## src/rtl/ula_flag_gen_serial.sv

```systemverilog
// Bit-serial A-B compare engine producing diff and zero/sign/carry/overflow
// flags, one operand bit per cycle, with valid/ready handshakes on both sides.
//
// Ports:
//   i_clk, i_rst          clock (rising edge) and synchronous active-high reset
//   i_in_valid/o_in_ready operand handshake (ready only while idle)
//   i_a, i_b              minuend and subtrahend (captured on accept)
//   i_signed_mode         1: two's-complement compare, 0: unsigned compare
//   o_out_valid/i_out_ready result handshake (result held until accepted)
//   o_diff                A-B modulo 2^WIDTH
//   o_zero_flag           diff == 0
//   o_sign_flag           A < B under the captured signedness
//   o_carry_flag          carry out of A+~B+1 (1 = no borrow)
//   o_overflow_flag       signed overflow of A-B (reported in both modes)
module ula_flag_gen_serial #(
    parameter int WIDTH = 8
) (
    input  logic             i_clk,
    input  logic             i_rst,
    input  logic             i_in_valid,
    output logic             o_in_ready,
    input  logic [WIDTH-1:0] i_a,
    input  logic [WIDTH-1:0] i_b,
    input  logic             i_signed_mode,
    output logic             o_out_valid,
    input  logic             i_out_ready,
    output logic [WIDTH-1:0] o_diff,
    output logic             o_zero_flag,
    output logic             o_sign_flag,
    output logic             o_carry_flag,
    output logic             o_overflow_flag
);

    localparam int CW = (WIDTH > 2) ? $clog2(WIDTH) : 1;

    typedef enum logic [1:0] {
        IDLE  = 2'd0,
        SHIFT = 2'd1,
        DONE  = 2'd2
    } state_t;

    state_t           r_state;
    logic [WIDTH-1:0] r_a;
    logic [WIDTH-1:0] r_b;
    logic [WIDTH-1:0] r_diff;
    logic             r_mode;
    logic             r_c;
    logic             r_zacc;
    logic [CW-1:0]    r_cnt;
    logic             r_out_valid;
    logic             r_zero;
    logic             r_sign;
    logic             r_carry;
    logic             r_ovf;

    logic w_nb;
    logic w_s;
    logic w_c;
    logic w_last;
    logic w_ovf;
    logic w_sign;

    // One full-adder slice of A + ~B + 1
    assign w_nb   = ~r_b[0];
    assign w_s    = r_a[0] ^ w_nb ^ r_c;
    assign w_c    = (r_a[0] & w_nb) | (r_a[0] & r_c) | (w_nb & r_c);
    assign w_last = (r_cnt == CW'(WIDTH - 1));

    // On the last bit r_c is still the carry into the MSB, so it serves
    // directly as the latched c_msb for the overflow term.
    assign w_ovf  = r_c ^ w_c;
    assign w_sign = r_mode ? (w_s ^ w_ovf) : ~w_c;

    always_ff @(posedge i_clk) begin
        if (i_rst) begin
            r_state     <= IDLE;
            r_a         <= '0;
            r_b         <= '0;
            r_diff      <= '0;
            r_mode      <= 1'b0;
            r_c         <= 1'b0;
            r_zacc      <= 1'b0;
            r_cnt       <= '0;
            r_out_valid <= 1'b0;
            r_zero      <= 1'b0;
            r_sign      <= 1'b0;
            r_carry     <= 1'b0;
            r_ovf       <= 1'b0;
        end else begin
            unique case (r_state)
                IDLE: begin
                    if (i_in_valid) begin
                        r_a     <= i_a;
                        r_b     <= i_b;
                        r_mode  <= i_signed_mode;
                        r_c     <= 1'b1;
                        r_zacc  <= 1'b0;
                        r_cnt   <= '0;
                        r_state <= SHIFT;
                    end
                end
                SHIFT: begin
                    // LSB-first: each sum bit enters at the MSB side
                    r_diff <= {w_s, r_diff[WIDTH-1:1]};
                    r_a    <= r_a >> 1;
                    r_b    <= r_b >> 1;
                    r_c    <= w_c;
                    r_zacc <= r_zacc | w_s;
                    r_cnt  <= r_cnt + CW'(1);
                    if (w_last) begin
                        r_zero      <= ~(r_zacc | w_s);
                        r_carry     <= w_c;
                        r_ovf       <= w_ovf;
                        r_sign      <= w_sign;
                        r_out_valid <= 1'b1;
                        r_state     <= DONE;
                    end
                end
                DONE: begin
                    if (i_out_ready) begin
                        r_out_valid <= 1'b0;
                        r_state     <= IDLE;
                    end
                end
                default: begin
                    r_state     <= IDLE;
                    r_out_valid <= 1'b0;
                end
            endcase
        end
    end

    // Ready drops in the reset cycle itself and rises the cycle after
    assign o_in_ready      = (r_state == IDLE) & ~i_rst;
    assign o_out_valid     = r_out_valid;
    assign o_diff          = r_diff;
    assign o_zero_flag     = r_zero;
    assign o_sign_flag     = r_sign;
    assign o_carry_flag    = r_carry;
    assign o_overflow_flag = r_ovf;

endmodule
```

## config.mk

```make
export PLATFORM = sky130hd
export DESIGN_NAME = ula_flag_gen_serial
export DESIGN_NICKNAME = d
export VERILOG_FILES = /design/src/rtl/ula_flag_gen_serial.sv
export SDC_FILE = /design/constraint.sdc
export NUM_CORES = 1
export LEC_CHECK = 0
export ABC_AREA = 0
export CAP_MARGIN = 20
export CELL_PAD_IN_SITES_DETAIL_PLACEMENT = 0
export CELL_PAD_IN_SITES_GLOBAL_PLACEMENT = 1
export CORE_MARGIN = 3
export CORE_UTILIZATION = 41
export CTS_CLUSTER_SIZE = 20
export DETAILED_ROUTE_END_ITERATION = 7
export PLACE_DENSITY = 0.79
export SETUP_SLACK_MARGIN = 0.05
export SLEW_MARGIN = 25
export SYNTH_ARGS = -nofsm -noshare
export SYNTH_HDL_FRONTEND = slang
export SYNTH_SLANG_ARGS = --single-unit
```

## constraint.sdc

```tcl
create_clock -name i_clk -period 3.2 [get_ports i_clk]
set_input_delay 0.48 -clock i_clk [delete_from_list [all_inputs] [get_ports i_clk]]
set_output_delay 0.48 -clock i_clk [all_outputs]
set_load 0.05 [all_outputs]
```

======== Word level (Yosys, flattened, before mapping) ========
Cells that the tools add are included.
Widths: inputs -> output; s select.
word-level totals
  register bits after elaboration ......... 37
  bits of input ports ..................... 21
  output and inout bits ................... 14
  logic and storage cells ................. 61
cells by class
  add/sub/neg operators ................... 1
  equality and inequality tests ........... 6
  muxes and demuxes ....................... 18
  bitwise operators ....................... 16
  reduce and logical (&&, ||, !) cells .... 7
operators by type and width
  kind                 count
  $pmux 8 s2           2
  $mux 8               2
  $mux 2               3
  $ne 2x2->1 const B   3
  $pmux 2 s3           1
  $pmux 3 s2           1
  $reduce_and 2->1     3
  $reduce_and 3->1     2
  $mux 1               5
  $not 1->1            5
  $and 1x1->1          4
  $pmux 1 s2           2
  $xor 1x1->1          4
  $add 3x1->3 const B  1
  $eq 3x3->1 const B   1
  $mux 3               1
  $or 1x1->1           3
  $pmux 1 s3           1
  $eq 2x1->1 const B   1
  $eq 2x2->1 const B   1
  $logic_not 2->1      1
  $reduce_bool 2->1    1

======== Depth between registers and ports, before layout ========
Gate-level depths: netlist of the first run.
  depth in word-level cells ............... 7
  depth in mapped cells ................... 6
  depth with buffers taken out ............ 5

======== Worst setup path after synthesis of the first run ========
No wires, ideal clock.
  kind .................................... input to output
  start point ............................. input i_rst
  end point ............................... output o_in_ready
  data arrival time ....................... 1.907 ns
  required time ........................... 2.720 ns
  setup slack ............................. 0.813 ns
  stages on the path ...................... 3
  path buffers ............................ 2
  cell sequence ........................... buf_2 > clkbuf_1 > nor3_1
between the ends
  longest elaborated chain between the ends .. 2
ends and longest elaborated chain
  what             line  RTL
  start, declared  19    input logic i_rst,
  $not 1->1        134   assign o_in_ready = (r_state == IDLE) & ~i_rst;
  $and 1x1->1      134
  end, declared    21    output logic o_in_ready,
Every way passes these cells.

======== Worst setup path after layout of the first run ========
  start point ............................. register r_diff[7], in the netlist o_diff[7]
  end point ............................... output o_diff[7]
RTL lines
  what                    line  RTL
  start, declared         45    logic [WIDTH-1:0] r_diff;
  start signal, assigned  104   r_diff <= {w_s, r_diff[WIDTH-1:1]};
  end, declared           27    output logic [WIDTH-1:0] o_diff,
No word-level cell between the ends.

==> results of run 1 <==
==> Yosys cell counts <==
cell	instances
a211oi_2	14
xnor2_1	1
nor2b_1	1
fa_1	2
nand2b_1	1
a221oi_1	1
dfxtp_1	37
inv_1	4
o21bai_1	1
nand2_1	17
a22oi_1	4
buf_6	3
ha_1	2
nor4_1	1
mux2i_1	18
nand3b_1	2
o21ba_1	1
nor2_1	29
clkbuf_1	3
a211oi_1	3
nor3_1	2
nor3b_2	1
a2bb2oi_1	1
buf_2	4
and3b_1	1
buf_4	3
a21oi_1	11
==> registers in the layout, summed over array words and instances, names as in the netlist <==
register         count
o_carry_flag         1
o_diff               8
o_out_valid          1
o_overflow_flag      1
o_sign_flag          1
o_zero_flag          1
r_a                  8
r_b                  8
r_c                  1
r_cnt                3
r_mode               1
r_state              2
r_zacc               1
==> cell families (layout without fill, tap and decap cells) <==
group                    Yosys count  in the layout
AND/OR/NAND/NOR                   55             55
flip-flops                        37             37
AO/OA/AOI/OAI                     36             36
multiplexers                      18             18
buffers and inverters             17             49
adder cells (fa/ha/maj)            4              4
XOR/XNOR                           1              1
==> layout make-up <==
| class | instances | area, um2 | share of cell area (%) |
|---|---|---|---|
| clock buffers | 5 | 68.8 | 3.23 |
| repair buffers | 37 | 373 | 17.5 |
| well taps | 48 | 60.1 | 2.82 |
| clock inverters | 3 | 65.1 | 3.05 |
| multi-input cells | 114 | 810 | 38.0 |
| inverters | 4 | 15.0 | 0.704 |
| flip-flops and latches | 37 | 741 | 34.7 |
==> power groups by stage <==
stage                     clock (mW)  sequential [mW]  combinational, mW
after floorplan                    0            0.514              0.109
after global placement             0            0.509              0.156
after CTS                      0.484            0.499              0.162
final                          0.471            0.499              0.159
after global routing           0.506            0.503              0.174
after detailed placement           0            0.510              0.161
==> per-layer routing <==
metal	up-vias	GRT usage, %	wire length (um)
met5	-	0	0
met4	0	7.16	72
met3	7	4.06	139
met2	22	24.3	1550
met1	566	15.6	1380
li1	646	-	-
==> final timing paths <==
check	cells past startpoint	startpoint	to	slack, ps
setup / recovery	1	o_diff[7]	o_diff[7]	1250
hold / removal	2	o_diff[0]	o_diff[0]	460
setup reg to reg	5	r_state[0]	r_a[5]	1620
hold reg to reg	2	o_diff[0]	o_diff[0]	460
==> flow_summary.ini, run 1 <==
[sta]
worst_slew_pin_slew_ps = 861
fmax_mhz = 512
maxSlewHeadroom_pct = 42.5
finalHoldViolCount = 0
maxSlewViolCount = 0
period_needed_ps = 1950
fin_ws_ps = 1250
skew_ps = 8.31
timing.hold.ws_ps = 457
setup_tns_ps = 0
fin_crit_sh_pct = 61.1
finalSetupViolations = 0
rsz0062_at_grt = no

[setup_path]
crit_path_start_kind = flip-flop
critPathKind = reg -> out
cp.arrival_ps = 1470
cpMaxStageDelayCell = clkdlybuf4s50_1
crit_family = buffers and inverters
path_buf_inv = 1
worstSetupEndpointType = output pin
required_ps = 2720
max_stage_delay_ps = 810
path_cells = clkdlybuf4s50_1
worstPathMaxFanout = 3

[clock_network]
clkTransAtPathRegs_ps = 80
holdBufCountCts = 0
cts_tree = built
post_cts_resized = 0
clock_path_buffers = 2
clock_sinks = 37
cts_setup_buffers = 0
htreeDepth = 2
ctsRootBufferMaster = clkbuf_8
cts_buffers = 5
insertion_delay_ps = 290

[power]
power_switching_mw = 0.260
ir_drop_mv = 0.262
intPower_mw = 0.869
pwr-share-seq_pct = 44.2
p_clk_share_pct = 41.7
power.total_mw = 1.13
p_per_area_mw_per_mm2 = 530
p_comb_share_pct = 14.1
p_sw_share_pct = 23.0
p_leak_nw = 0.794

[floorplan]
die_w_um = 69.5
core.rowCount = 22
core_region_area_mm2 = 0.00377
start_util_pct = 43.8
dieArea_mm2 = 0.00483
io_pins = 35
die_y_um = 69.5

[min_path]
min_path_type = reg -> reg

[logic_synthesis]
synth.distinct_cells = 27
synth_fp_nets = 193
synth-simple-area-share_pct = 14.4
synth-seq-cells = 37
synth_top_family_by_area = compound AO/OA/AOI/OAI gates
synth_top_area_cell = dfxtp_1
syn_area_mm2 = 0.00165
muxShareOfSynthArea_pct = 10.9
yosys_warnings = 0
synth-xor-area-share_pct = 0.530
syn_avg_cell_area_um2 = 9.84
synthTopCellsByArea = dfxtp_1 45%, mux2i_1 11%, a211oi_2 11%
syn_inst = 168
synth_top_area_share_pct = 44.8
synthAdderAreaFrac_pct = 3.94
synth_compound_gate_area_share_pct = 19.2
seq_area_frac_synth_pct = 44.8

[layout]
drive_above_1_share_pct = 13.5
areaGrowthSynthToFinish_pct = 29.0
instances_no_fill = 248
final_common_cell = dfxtp_1
final_area_mm2 = 0.00213
final_cell_mix = 37 x dfxtp_1, 33 x clkdlybuf4s50_1, 29 x nor2_1
diodes = 0
utilization_pct = 56.5
final_nets = 224
fillCellCount = 320

[detailed_routing]
vias = 1241
final_antenna_net_count = 0
drtIter0Drc = 43
avgRoutedWirePerCell_um = 12.7
wl_um = 3150
drc = 0
viasPerCell = 5.00
first_pass_iters = 4

[outcome]
outcome = completed

[flow_run]
max-cap-violations = 0

[global_route]
grt_pass1_vias = 1240
grt_pass1_wl_um = 5420
grt_max_degree = 38
antenna_found_initial = 0
grt_overflow = 0
grt_usage_pct = 14.1

[placement]
dp.cells = 240
globalplace.congestion = 0.679
hpwl_um = 2250
pre_cts_ws_ps = 1270
placed_cell_area_mm2 = 0.00200
portBuffers = 34
Note: power is estimated with default switching activity, not from simulation.
==> inputs of run 2 (changes only) <==
--- a/config.mk
+++ b/config.mk
@@ -10,10 +10,10 @@
 export CELL_PAD_IN_SITES_DETAIL_PLACEMENT = 0
 export CELL_PAD_IN_SITES_GLOBAL_PLACEMENT = 1
 export CORE_MARGIN = 3
-export CORE_UTILIZATION = 41
+export CORE_UTILIZATION = 34
 export CTS_CLUSTER_SIZE = 20
 export DETAILED_ROUTE_END_ITERATION = 7
-export PLACE_DENSITY = 0.79
+export PLACE_DENSITY = 0.7
 export SETUP_SLACK_MARGIN = 0.05
 export SLEW_MARGIN = 25
 export SYNTH_ARGS = -nofsm -noshare
==> constraint.sdc (replaced) <==
create_clock -name i_clk -period 1.6 [get_ports i_clk]
set_input_delay 0.24 -clock i_clk [delete_from_list [all_inputs] [get_ports i_clk]]
set_output_delay 0.24 -clock i_clk [all_outputs]
set_load 0.05 [all_outputs]
==> run 2 against run 1 <==
Non-clock buffer count increased by 5. Cell area up 1.0%. Via count up 2.7%. Global-route usage shrank 0.74 points. Wire length is 12% higher. Sequential share of layout area down 0.29 points. Clock skew fell by 2.8 ps. Register-to-register slack got worse by 1400 ps. Core utilization fell by 9.0 points. Sequential power is 100% higher. Largest power group unchanged.
==> flow_summary.ini, run 2 (synthesis results as in run 1) <==
[sta]
fin_crit_sh_pct = 93.0
period_needed_ps = 1490
fin_ws_ps = 112
maxSlewHeadroom_pct = 64.6
finalHoldViolCount = 0
rsz0062_at_grt = no
setup_tns_ps = 0
skew_ps = 5.52
fmax_mhz = 672
timing.hold.ws_ps = 458
maxSlewViolCount = 0
worst_slew_pin_slew_ps = 530
finalSetupViolations = 0

[outcome]
outcome = completed

[setup_path]
path_buf_inv = 2
r2r_cells = 5
worstReg2RegEnd = o_sign_flag
max_stage_delay_ps = 400
cpMaxStageDelayCell = dfxtp_2
worstPathMaxFanout = 12
worstSetupEndpointType = output pin
reg2reg_slack_ps = 180
cp.arrival_ps = 1250
crit_family = flip-flops
required_ps = 1360
r2r_start = r_cnt[0]
critPathKind = reg -> out
crit_path_start_kind = flip-flop
cp.depth = 3
path_cells = buf_6, nor3_4, buf_12

[global_route]
grt_pass1_vias = 1262
grt_overflow = 0
met2_usage_pct = 20.8
grtUsageMet1_pct = 17.6
grt_pass1_wl_um = 5750
met3_usage_pct = 3.83
antenna_found_initial = 0
grt_max_degree = 29
grt_usage_pct = 13.3
busiest_layer = met2

[clock_network]
cts_tree = built
htreeDepth = 2
clkTransAtPathRegs_ps = 70
clock_sinks = 37
insertion_delay_ps = 280
clock_path_buffers = 2
cts_buffers = 5
ctsRootBufferMaster = clkbuf_8
holdBufCountCts = 0
cts_setup_buffers = 0

[placement]
portBuffers = 34
globalplace.congestion = 0.783
hpwl_um = 2560
pre_cts_ws_ps = 52.4
placed_cell_area_mm2 = 0.00205

[layout]
multi_input_area_um2 = 822
areaGrowthSynthToFinish_pct = 30.3
drive_above_1_share_pct = 22.5
seqCellArea_um2 = 742
diodes = 0
final_area_mm2 = 0.00215
fillCellCount = 436
final_common_cell = dfxtp_1
final_nets = 229
final_cell_mix = 36 x dfxtp_1, 29 x nor2_1, 20 x clkdlybuf4s50_1

[detailed_routing]
viasPerCell = 4.74
vias = 1275
wl_um = 3520
drtIter0Drc = 72
avgRoutedWirePerCell_um = 13.1
drc = 0
final_antenna_net_count = 0
first_pass_iters = 4

[min_path]
min_path_type = reg -> reg
min_to = o_overflow_flag
min_path_cells = 2
hold_start = o_overflow_flag

[floorplan]
start_util_pct = 36.5
die_y_um = 75.7
dieArea_mm2 = 0.00573
core.rowCount = 24
io_pins = 35
core_region_area_mm2 = 0.00453
die_w_um = 75.7

[flow_run]
max-cap-violations = 0

[power]
p_per_area_mw_per_mm2 = 928
p_leak_nw = 0.833
ir_drop_mv = 0.472
## run 2: worst register-to-register path: stages (launching register included)
cell and delay (ps):
dfxtp_1 370, ha_1 170, ha_1 210, and3b_2 300, nor2_1 60, a211oi_1 220
## run 2: worst max path at each step
stage	start	to
3_3_place_gp	i_in_valid	r_cnt[1]
2_1_floorplan	r_state[0]	o_in_ready
4_1_cts	r_state[0]	o_in_ready
6_report	r_state[0]	o_in_ready
3_5_place_dp	i_in_valid	r_cnt[1]
5_1_grt	r_state[0]	o_in_ready
## run 2: area by class of cell
cell class | instances | share of cell area (%)
multi-input cells | 114 | 38.2
flip-flops and latches | 37 | 34.5
repair buffers | 42 | 18.9
clock buffers | 7 | 4.01
well taps | 65 | 3.78
inverters | 4 | 0.697
## run 2: report_power, final
| group | leakage (nW) | switching [mW] | internal, mW |
|---|---|---|---|
| logic | 0.485 | 0.173 | 0.169 |
| clock network | 0.0443 | 0.310 | 0.342 |
| registers | 0.304 | 0.0345 | 0.970 |
## run 2: timing repair
action | CTS | global route
setup endpoints to repair | 1 | 3
gates resized for setup | 2 | 2
gates cloned | 0 | 0
## run 2: through the flow
step	cells	utilization (%)	power (mW)
2_1_floorplan	168	-	1.25
3_3_place_gp	262	45.3	1.36
3_5_place_dp	262	45.3	1.37
4_1_cts	269	47.4	2.02
5_1_grt	269	47.5	2.09
6_report	269	47.5	2.00
## run 2: metal layers
metal / wire length, um / vias up
met5: 0 / -
met2: 1640 / 25
met3: 148 / 5
li1: - / 653
met1: 1710 / 592
met4: 34 / 0
